File: src/rtl/csr_pkg.sv
// Shared constants and decode helpers for the CSR bank: counter indices,
// read-modify-write encodings and the map from csr_sel to scratch slot.
package csr_pkg;

  localparam logic [3:0] CSR_CYCLE    = 4'd0;
  localparam logic [3:0] CSR_TIME     = 4'd1;
  localparam logic [3:0] CSR_INSTRET  = 4'd2;
  localparam logic [3:0] CSR_CYCLEH   = 4'd8;
  localparam logic [3:0] CSR_TIMEH    = 4'd9;
  localparam logic [3:0] CSR_INSTRETH = 4'd10;

  localparam logic [1:0] RW_READ  = 2'b00;
  localparam logic [1:0] RW_WRITE = 2'b01;
  localparam logic [1:0] RW_SET   = 2'b10;
  localparam logic [1:0] RW_CLEAR = 2'b11;

  localparam int unsigned SCRATCH_N = 10;

  function automatic logic is_counter(input logic [3:0] sel);
    return (sel == CSR_CYCLE)  || (sel == CSR_TIME)  || (sel == CSR_INSTRET) ||
           (sel == CSR_CYCLEH) || (sel == CSR_TIMEH) || (sel == CSR_INSTRETH);
  endfunction

  // Scratch indices 3-7 land in slots 0-4, 11-15 in slots 5-9; counters map to 0 (unused).
  function automatic logic [3:0] scratch_idx(input logic [3:0] sel);
    if (sel < 4'd8) return (sel < 4'd3) ? 4'd0 : sel - 4'd3;
    return (sel < 4'd11) ? 4'd0 : sel - 4'd6;
  endfunction

endpackage

File: src/rtl/csr_regfile_if.sv
// Access bus between the CSR decode stage (master) and the CSR bank (slave).
interface csr_regfile_if;
  logic [3:0]  csr_sel;
  logic [1:0]  rw_mode;
  logic        csr_rd;
  logic [31:0] csr_wdata;
  logic        instr_retired;
  logic [31:0] csr_rdata;
  logic        rdata_valid;
  logic        csr_illegal;

  modport master (
    output csr_sel, rw_mode, csr_rd, csr_wdata, instr_retired,
    input  csr_rdata, rdata_valid, csr_illegal
  );

  modport slave (
    input  csr_sel, rw_mode, csr_rd, csr_wdata, instr_retired,
    output csr_rdata, rdata_valid, csr_illegal
  );
endinterface

File: src/rtl/csr_counter64.sv
// Free-running 64-bit counter; a single 64-bit add carries low into high
// within the same cycle and wraps silently at 2^64.
module csr_counter64 #(
  parameter logic [63:0] RST_VAL = 64'd0
) (
  input  logic        clk,
  input  logic        reset,
  input  logic        inc,
  output logic [63:0] value
);
  logic [63:0] cnt_q, cnt_d;

  always_comb begin
    cnt_d = cnt_q;
    if (inc) cnt_d = cnt_q + 64'd1;
  end

  always_ff @(posedge clk) begin
    if (reset) cnt_q <= RST_VAL;
    else       cnt_q <= cnt_d;
  end

  assign value = cnt_q;
endmodule

File: src/rtl/csr_regfile.sv
// 16-entry CSR bank: read-only Zicntr counters plus ten R/W scratch registers,
// with registered old-value readback one cycle after each access.
module csr_regfile
  import csr_pkg::*;
#(
  parameter int unsigned TIME_DIV    = 10,
  parameter logic [31:0] SCRATCH_RST = 32'd0,
  // Reset value of the cycle counter; 0 gives standard Zicntr behaviour.
  parameter logic [63:0] CYCLE_RST   = 64'd0
) (
  input logic           clk,
  input logic           reset,
  csr_regfile_if.slave  bus
);
  localparam int unsigned PS_W = $clog2(TIME_DIV) + 1;

  logic [PS_W-1:0] ps_q, ps_d;
  logic            time_tick;
  logic [63:0]     cycle_val, time_val, instret_val;

  logic [31:0] scratch_q [SCRATCH_N];
  logic [31:0] scratch_d [SCRATCH_N];
  logic [31:0] rdata_q, rdata_d;
  logic        valid_q, valid_d;
  logic        illegal_q, illegal_d;

  logic [3:0]  slot;
  logic        counter_hit;
  logic        write_req;
  logic [31:0] old_val;
  logic [31:0] new_val;

  assign time_tick = (ps_q == PS_W'(TIME_DIV - 1));

  always_comb begin
    ps_d = time_tick ? '0 : ps_q + PS_W'(1);
  end

  always_ff @(posedge clk) begin
    if (reset) ps_q <= '0;
    else       ps_q <= ps_d;
  end

  csr_counter64 #(.RST_VAL(CYCLE_RST)) u_cycle (
    .clk(clk), .reset(reset), .inc(1'b1), .value(cycle_val)
  );

  csr_counter64 u_time (
    .clk(clk), .reset(reset), .inc(time_tick), .value(time_val)
  );

  csr_counter64 u_instret (
    .clk(clk), .reset(reset), .inc(bus.instr_retired), .value(instret_val)
  );

  always_comb begin
    slot        = scratch_idx(bus.csr_sel);
    counter_hit = is_counter(bus.csr_sel);
    write_req   = (bus.rw_mode != RW_READ);

    case (bus.csr_sel)
      CSR_CYCLE:    old_val = cycle_val[31:0];
      CSR_TIME:     old_val = time_val[31:0];
      CSR_INSTRET:  old_val = instret_val[31:0];
      CSR_CYCLEH:   old_val = cycle_val[63:32];
      CSR_TIMEH:    old_val = time_val[63:32];
      CSR_INSTRETH: old_val = instret_val[63:32];
      default:      old_val = scratch_q[slot];
    endcase

    case (bus.rw_mode)
      RW_WRITE: new_val = bus.csr_wdata;
      RW_SET:   new_val = old_val | bus.csr_wdata;
      RW_CLEAR: new_val = old_val & ~bus.csr_wdata;
      default:  new_val = old_val;
    endcase

    scratch_d = scratch_q;
    if (write_req && !counter_hit) scratch_d[slot] = new_val;

    // Readback always reflects the pre-write, pre-increment value.
    rdata_d   = bus.csr_rd ? old_val : rdata_q;
    valid_d   = bus.csr_rd;
    illegal_d = write_req && counter_hit;
  end

  always_ff @(posedge clk) begin
    if (reset) begin
      for (int i = 0; i < SCRATCH_N; i++) scratch_q[i] <= SCRATCH_RST;
      rdata_q   <= '0;
      valid_q   <= 1'b0;
      illegal_q <= 1'b0;
    end else begin
      scratch_q <= scratch_d;
      rdata_q   <= rdata_d;
      valid_q   <= valid_d;
      illegal_q <= illegal_d;
    end
  end

  assign bus.csr_rdata   = rdata_q;
  assign bus.rdata_valid = valid_q;
  assign bus.csr_illegal = illegal_q;
endmodule

File: src/flat_wrapper.sv
// flat-port wrapper written by rule: the top's interface ports become plain ports
module csr_regfile_flat import csr_pkg::*;
#(
  parameter int unsigned TIME_DIV    = 10,
  parameter logic [31:0] SCRATCH_RST = 32'd0,
                                                                         
  parameter logic [63:0] CYCLE_RST   = 64'd0
)
  (clk, reset, bus_csr_sel, bus_rw_mode, bus_csr_rd, bus_csr_wdata, bus_instr_retired, bus_csr_rdata, bus_rdata_valid, bus_csr_illegal);
  csr_regfile_if bus_i ();
  input logic clk;
  input logic reset;
  input wire logic [$bits(bus_i.csr_sel)-1:0] bus_csr_sel;
  input wire logic [$bits(bus_i.rw_mode)-1:0] bus_rw_mode;
  input wire logic [$bits(bus_i.csr_rd)-1:0] bus_csr_rd;
  input wire logic [$bits(bus_i.csr_wdata)-1:0] bus_csr_wdata;
  input wire logic [$bits(bus_i.instr_retired)-1:0] bus_instr_retired;
  output wire logic [$bits(bus_i.csr_rdata)-1:0] bus_csr_rdata;
  output wire logic [$bits(bus_i.rdata_valid)-1:0] bus_rdata_valid;
  output wire logic [$bits(bus_i.csr_illegal)-1:0] bus_csr_illegal;
  assign bus_i.csr_sel = bus_csr_sel;
  assign bus_i.rw_mode = bus_rw_mode;
  assign bus_i.csr_rd = bus_csr_rd;
  assign bus_i.csr_wdata = bus_csr_wdata;
  assign bus_i.instr_retired = bus_instr_retired;
  assign bus_csr_rdata = bus_i.csr_rdata;
  assign bus_rdata_valid = bus_i.rdata_valid;
  assign bus_csr_illegal = bus_i.csr_illegal;
  csr_regfile #(.TIME_DIV(TIME_DIV), .SCRATCH_RST(SCRATCH_RST), .CYCLE_RST(CYCLE_RST)) u_core (.clk(clk), .reset(reset), .bus(bus_i));
endmodule
File: config.mk
export PLATFORM = sky130hd
export DESIGN_NAME = csr_regfile_flat
export DESIGN_NICKNAME = d
export VERILOG_FILES = /design/src/rtl/csr_pkg.sv /design/src/rtl/csr_regfile_if.sv /design/src/rtl/csr_counter64.sv /design/src/rtl/csr_regfile.sv /design/src/flat_wrapper.sv
export SDC_FILE = /design/constraint.sdc
export NUM_CORES = 1
export LEC_CHECK = 0
export CORE_MARGIN = 4
export CORE_UTILIZATION = 35
export CTS_CLUSTER_DIAMETER = 100
export CTS_CLUSTER_SIZE = 28
export DETAILED_ROUTE_END_ITERATION = 7
export PLACE_DENSITY = 0.55
export SKIP_CTS_REPAIR_TIMING = 1
export SLEW_MARGIN = 30
export SYNTH_ARGS = -nofsm -noshare
export SYNTH_HDL_FRONTEND = slang
export SYNTH_SLANG_ARGS = --single-unit
File: constraint.sdc
create_clock -name clk -period 4.4 [get_ports clk]
set_input_delay 0.66 -clock clk [delete_from_list [all_inputs] [get_ports clk]]
set_output_delay 0.66 -clock clk [all_outputs]
set_load 0.03 [all_outputs]
==> flow_summary.json <==
{
  "max_stage_delay_ns": 0.88,
  "vias": 24609,
  "critical_path_class": "primary input to flop",
  "fillers": 7260,
  "ir_drop_mv": 0.276,
  "avgSynthCellArea_sq_um": 8.76,
  "gr-total-overflow": 0,
  "grt_use_total": 0.236,
  "power_density_nw_per_um2": 322,
  "hold_path_class": "flop to flop",
  "die_h_um": 283,
  "cts_buffers": 27,
  "final_max_slew_viol_count": 0,
  "clock-sinks": 551,
  "period_needed_ns": 3.66,
  "finalSetupTns_ns": 0,
  "cp_slowest_cell": "clkdlybuf4s50_1",
  "syn_area_sq_um": 26400,
  "die_area_sq_um": 80000,
  "start_util": 0.354,
  "ys_ff_latch": 551,
  "first_iter_violations": 2472,
  "clk_pin_slew_ns": 0.11,
  "clockRootBuffer": "clkbuf_16",
  "cts-root-to-sink-buffers": 3,
  "power_mw": 9.58,
  "synth_top_area_cell": "dfxtp_1",
  "cp_cell_sequence": "clkdlybuf4s50_1 -> nand3b_1 -> buf_12 -> a21oi_1 -> a2111oi_0 -> o2bb2ai_1 -> o21ai_1 -> a21oi_2 -> a22o_1",
  "rows": 100,
  "async_reset_ff_frac": 0,
  "outcome": "completed",
  "finalHoldViolCount": 0,
  "clk_latency_ns": 0.63,
  "maxCapViolCount": 0,
  "cp.required_ns": 4.98,
  "finalWirelength_mm": 98.0,
  "max_slew.worst_pin.slew_ns": 1.04,
  "syn_nets": 3071,
  "io_pins": 76,
  "yosys_warnings": 0,
  "end_kind": "flop",
  "die_width_um": 283,
  "ys_seq_area_frac": 0.417,
  "timing.fmax_mhz": 273,
  "first_pass_iters": 8,
  "max_slew_margin": 0.309,
  "vias_per_cell": 6.22,
  "hpwl_mm": 64.0,
  "cts_tree": "yes",
  "synth_most_common_cell": "dfxtp_1",
  "io_buffer_count": 75,
  "synthTopCellsByArea": "dfxtp_1 42%, a22o_1 11%, a21oi_1 5.0%",
  "ys.flop_type": "dfxtp_1",
  "synth_cell_types": 60,
  "grt_antenna_before_repair": 0,
  "synth_enable_flop_cells": 0,
  "final_util": 0.398,
  "drt.antenna.violating_nets": 0,
  "finClkSkew_ns": 0.0449,
  "grt_max_degree": 129,
  "nets": 3022,
  "grt_pass1_vias": 23744,
  "worst_ep_arrival_time_ns": 4.24,
  "synth.top_cell.area_share": 0.417,
  "place_congestion": 0.853,
  "critical_path.startpoint_type": "primary input",
  "syn_inst": 3018,
  "synthToLayoutAreaGrowth_pct": 12.5,
  "setup_viol": 0,
  "htreeDepth": 1,
  "core_sq_um": 74700,
  "fin_crit_sh": 0.831,
  "wl_per_cell_um": 24.8,
  "p_leak_nw": 10.5,
  "route.detailed.drc": 0,
  "crit_fanout": 21,
  "rsz0062_at_grt": "false",
  "layout-drive-gt1-share": 0.0815,
  "grt_first_pass_wirelength_mm": 148,
  "ys_top_cells_by_count": "551 x dfxtp_1, 320 x a22o_1, 303 x nor2_1, 263 x a21oi_1, 226 x o21ai_0"
}
==> sequential cells by signal (all words and copies together), names as in the netlist <==
signal / flops
u_core.bus.rdata_valid: 1
u_core.bus.csr_rdata: 32
u_core.u_instret.value: 64
u_core.u_cycle.value: 64
u_core.ps_q: 5
u_core.bus.csr_illegal: 1
u_core.u_time.value: 64
u_core.scratch_q: 320
==> kinds of logic (layout without fill, tap and decap cells) <==
| family | after synthesis | in the layout | share of synthesized area |
|---|---|---|---|
| AO/OA/AOI/OAI | 1226 | 1226 | 0.326 |
| XOR/XNOR | 167 | 167 | 0.0553 |
| adder cells (fa/ha/maj) | 11 | 11 | 0.00521 |
| buffers and inverters | 297 | 262 | 0.0442 |
| flip-flops | 551 | 551 | 0.417 |
| multiplexers | 34 | 34 | 0.0129 |
| other | 0 | 2 | 0 |
| AND/OR/NAND/NOR | 732 | 732 | 0.139 |
==> power by group <==
group / total [mW] / internal, mW / switching (mW)
Sequential: 5.12 / 5.06 / 0.0563
Combinational: 1.30 / 0.401 / 0.902
Clock: 3.16 / 1.30 / 1.86
==> critical path, delay by kind of cell <==
kind / cells / cell delay, ns
compound gates: 6 / 1.52
buf+inv: 2 / 1.31
simple gates: 1 / 0.73
==> through the flow <==
stage	hold slack (ns)	cell area, sq um	setup WS, ns	instances
after global routing	0.490	29700	0.597	3952
after floorplan	0.433	26400	0.880	3018
after global placement	0.448	28800	0.203	3908
after CTS	0.477	29700	0.832	3952
final	0.472	29700	0.742	3954
after detailed placement	0.449	28800	0.186	3909
==> final timing paths <==
kind                                              start  slack (ns)  cells past startpoint                       to
worst max-delay path                     bus_csr_sel[3]        0.74                      9     u_core.scratch_q[93]
worst min-delay path            u_core.bus.csr_rdata[0]        0.47                      2  u_core.bus.csr_rdata[0]
worst max register to register           u_core.ps_q[0]        1.37                      8  u_core.u_time.value[56]
worst min register to register  u_core.bus.csr_rdata[0]        0.47                      2  u_core.bus.csr_rdata[0]
==> cell usage in the layout (no fill, tap or decap), types with 56 or more instances in the layout <==
cell type | synthesis | routed
a21oi_1 | 263 | 259
a22o_1 | 320 | 320
a22oi_1 | 96 | 96
and4_1 | 57 | 57
buf_4 | 0 | 87
clkdlybuf4s50_1 | 0 | 71
dfxtp_1 | 551 | 551
nand2_1 | 114 | 114
nand3_1 | 66 | 65
nand4_1 | 56 | 56
nor2_1 | 303 | 296
o21ai_0 | 226 | 226
o21ai_1 | 62 | 62
xnor2_1 | 70 | 70
xor2_1 | 97 | 97
==> final cells by class <==
cell class / count / area, sq um / area share
antenna: 2 / 5.00 / 0.000168
clock buffer: 28 / 679 / 0.0228
clock inverter: 15 / 206 / 0.00694
inverter: 28 / 106 / 0.00358
multi-input combinational: 2170 / 14500 / 0.488
sequential: 551 / 11000 / 0.371
tap: 969 / 1210 / 0.0408
timing repair buffer: 191 / 2000 / 0.0671
==> per-layer routing <==
metal | wire length (um) | track usage | share of wire | up-vias
met2 | 45500 | 0.391 | 0.46 | 1052
met4 | 2900 | 0.0697 | 0.030 | 0
li1 | - | - | - | 11186
met3 | 6590 | 0.0323 | 0.067 | 208
met1 | 43000 | 0.321 | 0.44 | 12163
met5 | 0 | 0 | 0 | -
Power figures use the tool's default switching activity.
